--- src/rtl/shared_mem_ctrl.sv ---
// ============================================================================
// shared_mem_ctrl : two-port request arbiter in front of a single word array,
// one pending slot per port. Optional macro ARB_RR_EN selects round-robin.
// Revision: 1.0
// ============================================================================
`default_nettype none

`ifndef IOSTATEWIDTH
`define IOSTATEWIDTH 2
`endif
`ifndef IDEL
`define IDEL 2'b00
`endif
`ifndef RD
`define RD 2'b01
`endif
`ifndef WT
`define WT 2'b10
`endif
`ifndef ADDRWIDTH
`define ADDRWIDTH 8
`endif
`ifndef WORDWIDTH
`define WORDWIDTH 8
`endif

module shared_mem_ctrl #(
  parameter int LAT   = 3,
  parameter int DEPTH = 16
) (
  input  logic                     clk,
  input  logic                     reset,
  input  logic [`IOSTATEWIDTH-1:0] rw0,
  input  logic [`IOSTATEWIDTH-1:0] rw1,
  input  logic [`ADDRWIDTH-1:0]    addr0,
  input  logic [`ADDRWIDTH-1:0]    addr1,
  input  logic [`WORDWIDTH-1:0]    wdata0,
  input  logic [`WORDWIDTH-1:0]    wdata1,
  output logic [`WORDWIDTH-1:0]    rdata0,
  output logic [`WORDWIDTH-1:0]    rdata1,
  output logic                     readEn0,
  output logic                     readEn1,
  output logic                     writeDone0,
  output logic                     writeDone1,
  output logic [1:0]               err
);

  localparam int AW = (DEPTH > 1) ? $clog2(DEPTH) : 1;

  typedef enum logic [1:0] {
    IDLE = 2'd0,
    BUSY = 2'd1,
    DONE = 2'd2
  } state_t;

  state_t state, state_nxt;
  logic [3:0] cnt, cnt_nxt;
  logic       gnt, gnt_nxt, pick, grant_go, finish;

  logic [`WORDWIDTH-1:0] mem [DEPTH];

  logic [1:0]               slot_vld;
  logic [`IOSTATEWIDTH-1:0] slot_rw    [2];
  logic [`ADDRWIDTH-1:0]    slot_addr  [2];
  logic [`WORDWIDTH-1:0]    slot_wdata [2];

  logic [`IOSTATEWIDTH-1:0] rw_in    [2];
  logic [`ADDRWIDTH-1:0]    addr_in  [2];
  logic [`WORDWIDTH-1:0]    wdata_in [2];
  logic [1:0]               same;

  assign rw_in[0]    = rw0;
  assign rw_in[1]    = rw1;
  assign addr_in[0]  = addr0;
  assign addr_in[1]  = addr1;
  assign wdata_in[0] = wdata0;
  assign wdata_in[1] = wdata1;

  // A held request matching the pending one is a re-assertion, not an overrun.
  always_comb begin
    same = 2'b00;
    for (int p = 0; p < 2; p++) begin
      same[p] = (rw_in[p] == slot_rw[p]) && (addr_in[p] == slot_addr[p]) &&
                (wdata_in[p] == slot_wdata[p]);
    end
  end

`ifdef ARB_RR_EN
  logic last;
  assign pick = (slot_vld == 2'b11) ? ~last : ~slot_vld[0];

  always_ff @(posedge clk) begin
    if (reset) begin
      last <= 1'b1;
    end else if (grant_go) begin
      last <= gnt_nxt;
    end
  end
`else
  assign pick = ~slot_vld[0];
`endif

  // The array access and done pulse happen on the edge entering DONE, so the
  // pulse is visible during the DONE cycle.
  always_comb begin
    state_nxt = state;
    cnt_nxt   = cnt;
    gnt_nxt   = gnt;
    grant_go  = 1'b0;
    finish    = 1'b0;
    case (state)
      IDLE: begin
        if (|slot_vld) begin
          state_nxt = BUSY;
          cnt_nxt   = 4'(LAT - 1);
          gnt_nxt   = pick;
          grant_go  = 1'b1;
        end
      end
      BUSY: begin
        if (cnt == 4'd0) begin
          state_nxt = DONE;
          finish    = 1'b1;
        end else begin
          cnt_nxt = cnt - 4'd1;
        end
      end
      DONE:    state_nxt = IDLE;
      default: state_nxt = IDLE;
    endcase
  end

  logic [AW-1:0] gidx;
  logic          fin_rd, fin_wt;

  assign gidx   = slot_addr[gnt][AW-1:0];
  assign fin_rd = finish && (slot_rw[gnt] == `RD);
  assign fin_wt = finish && (slot_rw[gnt] == `WT);

  always_ff @(posedge clk) begin
    if (reset) begin
      state      <= IDLE;
      cnt        <= 4'd0;
      gnt        <= 1'b0;
      slot_vld   <= 2'b00;
      err        <= 2'b00;
      readEn0    <= 1'b0;
      readEn1    <= 1'b0;
      writeDone0 <= 1'b0;
      writeDone1 <= 1'b0;
      rdata0     <= '0;
      rdata1     <= '0;
    end else begin
      state      <= state_nxt;
      cnt        <= cnt_nxt;
      gnt        <= gnt_nxt;
      readEn0    <= fin_rd && (gnt == 1'b0);
      readEn1    <= fin_rd && (gnt == 1'b1);
      writeDone0 <= fin_wt && (gnt == 1'b0);
      writeDone1 <= fin_wt && (gnt == 1'b1);
      if (fin_rd && (gnt == 1'b0)) rdata0 <= mem[gidx];
      if (fin_rd && (gnt == 1'b1)) rdata1 <= mem[gidx];
      for (int p = 0; p < 2; p++) begin
        if (rw_in[p] != `IDEL) begin
          if (!slot_vld[p]) begin
            slot_vld[p]   <= 1'b1;
            slot_rw[p]    <= rw_in[p];
            slot_addr[p]  <= addr_in[p];
            slot_wdata[p] <= wdata_in[p];
          end else if (!same[p]) begin
            err[p] <= 1'b1;
          end
        end
      end
      if (finish) slot_vld[gnt] <= 1'b0;
    end
  end

  // Storage has no reset; a write cut short by reset never lands.
  always_ff @(posedge clk) begin
    if (!reset && fin_wt) mem[gidx] <= slot_wdata[gnt];
  end

endmodule

`default_nettype wire

--- config.mk ---
export PLATFORM = sky130hd
export DESIGN_NAME = shared_mem_ctrl
export DESIGN_NICKNAME = d
export VERILOG_FILES = /design/src/rtl/shared_mem_ctrl.sv
export SDC_FILE = /design/constraint.sdc
export NUM_CORES = 1
export LEC_CHECK = 0
export BUFFER_PORTS_ARGS = -buffer_cell sky130_fd_sc_hd__clkbuf_2
export CORE_ASPECT_RATIO = 0.75
export CORE_MARGIN = 5
export CORE_UTILIZATION = 45
export DETAILED_ROUTE_END_ITERATION = 10
export RECOVER_POWER = 25
export SETUP_SLACK_MARGIN = 0.3
export SKIP_LAST_GASP = 1
export SLEW_MARGIN = 20
export SYNTH_ARGS = -nofsm -noshare
export SYNTH_HDL_FRONTEND = slang
export SYNTH_SLANG_ARGS = --single-unit
--- constraint.sdc ---
create_clock -name clk -period 2.05 [get_ports clk]
set_input_delay 0.205 -clock clk [delete_from_list [all_inputs] [get_ports clk]]
set_output_delay 0.205 -clock clk [all_outputs]
set_load 0.02 [all_outputs]
==> reports/summary.txt <==
outcome: finished, final reports clean
Setup Crit Path Kind: flip-flop to flip-flop
cts bufs inserted: 17
Worst-Skew Late Latency: 0.44 ns
R2R cell count: 8
post-placement cell count: 964
Pleak: 4.03 nW
Psw: 3.51 mW
total of warnings raised by yosys: 0
DP Worst Slack: -0.221 ns
Pwr per Cell Area: 952 nW/um^2
Final ANT Viol Nets: 0
gp weighted congestion: 0.868
Max Slew Vio Count: 0
core area: 18500 um^2
area share of the largest cell type after synthesis: 57.9%
CTS Root Cell: clkbuf_16
most frequent cells in the layout: edfxtp_1 (164), nand2_1 (65), clkbuf_1 (60)
Hold Path Depth: 1
CP Launch Type: flip-flop
number of I/O port buffers: 59
maximum vdd drop: 576 uV
initial antenna violation count: 1
Reg clk slew, reported paths: 0.07 ns
Placement Rows: 43
commonest non-fill, non-tap cell in the layout: edfxtp_1
die width: 169 um
syn_nets: 681
Synth async-reset ratio: 0%
max cap viols: 0
Logic pwr share: 27.7%
largest net degree at the start of global routing: 24
H-tree levels: 4
crit path time final: 1.97 ns
Fin Clk Skew: 0.0104 ns
Placed Area: 9650 um^2
met2 global-route usage: 35.8%
Starting Density: 45.9%
worst slew pin tran: 1.05 ns
number of global-route vias before repair: 6325
vias per cell: 5.99
Yosys cell types: 45
Final Util: 63.9%
Final #Nets: 855
R2R Path Start: slot_addr[1][0]$_DFFE_PP_
routed via count: 6441
Syn Area/Cell: 13.3 um^2
die area: 21800 um^2
met1 usage: 35.4%
crit end category: flip-flop
total wire length: 26.3 mm
TritonRoute pass-1 iters: 6
DR WL/cell: 24.4 um
first-pass GRT wire length: 38.9 mm
met3 usage: 7.01%
CTS tree: yes
Clk pwr share: 29.7%
P_int: 7.75 mW
area grow syn2layout: 39.2%
Worst slew margin: 30.1%
#FFs+latches synth: 196
Seq/Total Area, Yosys: 65.5%
Fmax: 0.507 GHz
Finished Cell Area: 11800 um^2
Cell Area, Synth: 8500 um^2
Max FO, Critical Path: 6
Synth area leader: edfxtp_1
io pins: 60
Setup Viol. Count Final: 0
share of cells above drive strength 1: 31.0%
clock sinks: 196
fin cells: 1075
Req. time, crit path: 2.37 ns
share of the clock period used by the worst path: 96.2%
Sw Ratio: 31.2%
drt first-iter violations: 604
final setup TNS: 0 ns
CP arrival: 2.29 ns
filler instances: 1355
RR Endpoint: rdata1[1]$_SDFFE_PP0P_
gr ovfl total: 0
Die Y: 129 um
hold_sp: rw1[1]
cells after synthesis: 641
# DRC: 0
ANT cells: 0
overall power: 11.3 mW
EDFF count, synth: 164
clock buffer depth: 2
PnR worst setup slack: 0.0785 ns
GRT Total Usage: 24.1%
Min-Delay Path Class: primary input to flip-flop
gr busiest metal: met2
RSZ-0062 raised after global routing: yes
hpwl dp: 15.8 mm
Final Hold Fails: 0
Reg2Reg Setup Slack: 0.08 ns
largest cells by area after synthesis: edfxtp_1 (58%), dfxtp_1 (7.5%), xor2_1 (3.5%), a22oi_1 (3.0%), nand2_1 (3.0%)
sequential power share: 42.5%
WHS: 0.115 ns
main flop type after synthesis: edfxtp_1
Hold Crit Endpoint: slot_rw[1][1]$_DFFE_PP_
## worst max-delay path by stage
stage / from / to / slack [ns] / cells after the start
floorplan: reset / slot_addr[1][0]$_DFFE_PP_ / -0.08 / 2
global placement: flip-flop / rdata1[7]$_SDFFE_PP0P_ / -0.16 / 7
detailed placement: flip-flop / rdata0[7]$_SDFFE_PP0P_ / -0.22 / 7
CTS: slot_addr[0][0]$_DFFE_PP_ / rdata0[6]$_SDFFE_PP0P_ / 0.11 / 9
global route: slot_addr[0][0]$_DFFE_PP_ / rdata0[4]$_SDFFE_PP0P_ / 0.01 / 10
finish: slot_addr[1][0]$_DFFE_PP_ / rdata1[1]$_SDFFE_PP0P_ / 0.08 / 8
## what timing repair did
| item | 4_1_cts | 5_1_grt |
|---|---|---|
| endpoints found under the setup margin | 146 | 147 |
| gates cloned | 7 | 0 |
| setup buffers | 34 | 6 |
| hold buffers | 30 | 2 |
| endpoints found under the hold margin | 30 | 2 |
| resized for setup | 98 | 40 |
| pin swaps | 66 | 46 |
## power groups by stage
| stage | clock network, mW | registers (mW) | logic [mW] |
|---|---|---|---|
| after floorplan | 0 | 4.87 | 1.34 |
| after global placement | 0 | 4.87 | 2.27 |
| after detailed placement | 0 | 4.87 | 2.31 |
| after CTS | 3.37 | 4.79 | 2.94 |
| after global routing | 3.56 | 4.81 | 3.30 |
| final | 3.35 | 4.79 | 3.12 |
## state kept, by name (all words and copies together) (netlist names), named ones only
name        cells
cnt             4
writeDone1      1
readEn0         1
rdata0          8
err             2
slot_wdata     16
slot_addr      16
slot_vld        2
readEn1         1
state           2
gnt             1
rdata1          8
slot_rw         4
mem           128
writeDone0      1
## worst max-delay path: stages (launching register included)
cell	delay, ns
edfxtp_1	0.40
buf_6	0.16
nand2_8	0.10
buf_12	0.14
buf_6	0.12
o32ai_4	0.09
a2111oi_4	0.44
o22a_1	0.29
a41oi_2	0.12
## kinds of logic after synthesis
| group | count (synthesis) | share of synthesized area [%] |
|---|---|---|
| buf+inv | 63 | 3.49 |
| flops | 196 | 65.5 |
| xor+xnor | 39 | 4.02 |
| fa+ha+maj | 2 | 0.294 |
| compound gates | 176 | 17.1 |
| simple gates | 157 | 8.55 |
| mux | 8 | 1.06 |
## area by class of cell
| cell class | instances | area [um^2] | area share (%) |
|---|---|---|---|
| Clock buffer | 17 | 425 | 3.60 |
| Clock inverter | 15 | 163 | 1.37 |
| Multi-Input combinational cell | 382 | 3450 | 29.2 |
| Inverter | 23 | 86.3 | 0.730 |
| Sequential cell | 196 | 5570 | 47.1 |
| Timing Repair Buffer | 195 | 1830 | 15.5 |
| Tap cell | 247 | 309 | 2.61 |
## synthesized netlist by cell type, types with 2 or more instances
cell / count
nor3b_1: 2
inv_1: 23
nor4_1: 9
a211oi_1: 2
a22oi_1: 34
o32ai_1: 16
a21o_1: 16
o21bai_1: 16
buf_4: 8
edfxtp_1: 164
a32oi_1: 4
a2111oi_1: 4
clkbuf_1: 18
dfxtp_1: 32
o221ai_1: 2
ha_1: 2
buf_2: 12
buf_6: 2
nor2_1: 30
o22a_1: 10
xnor2_1: 5
nor2b_1: 8
mux2_2: 8
nand2_1: 68
a41oi_1: 11
and2_1: 2
a311oi_1: 2
xor2_1: 34
a2111oi_2: 6
nand2b_1: 23
o22ai_1: 32
a21oi_1: 4
nor3_1: 8
a2111oi_0: 6
nand3_1: 4
a41oi_2: 5
## routing by layer
| metal | up-vias | part of all wire (%) |
|---|---|---|
| met3 | 38 | 8.9 |
| li1 | 2828 | - |
| met5 | - | 0 |
| met2 | 333 | 45 |
| met1 | 3242 | 45 |
| met4 | 0 | 1.4 |
No activity file was read; power rests on OpenSTA's default activity.
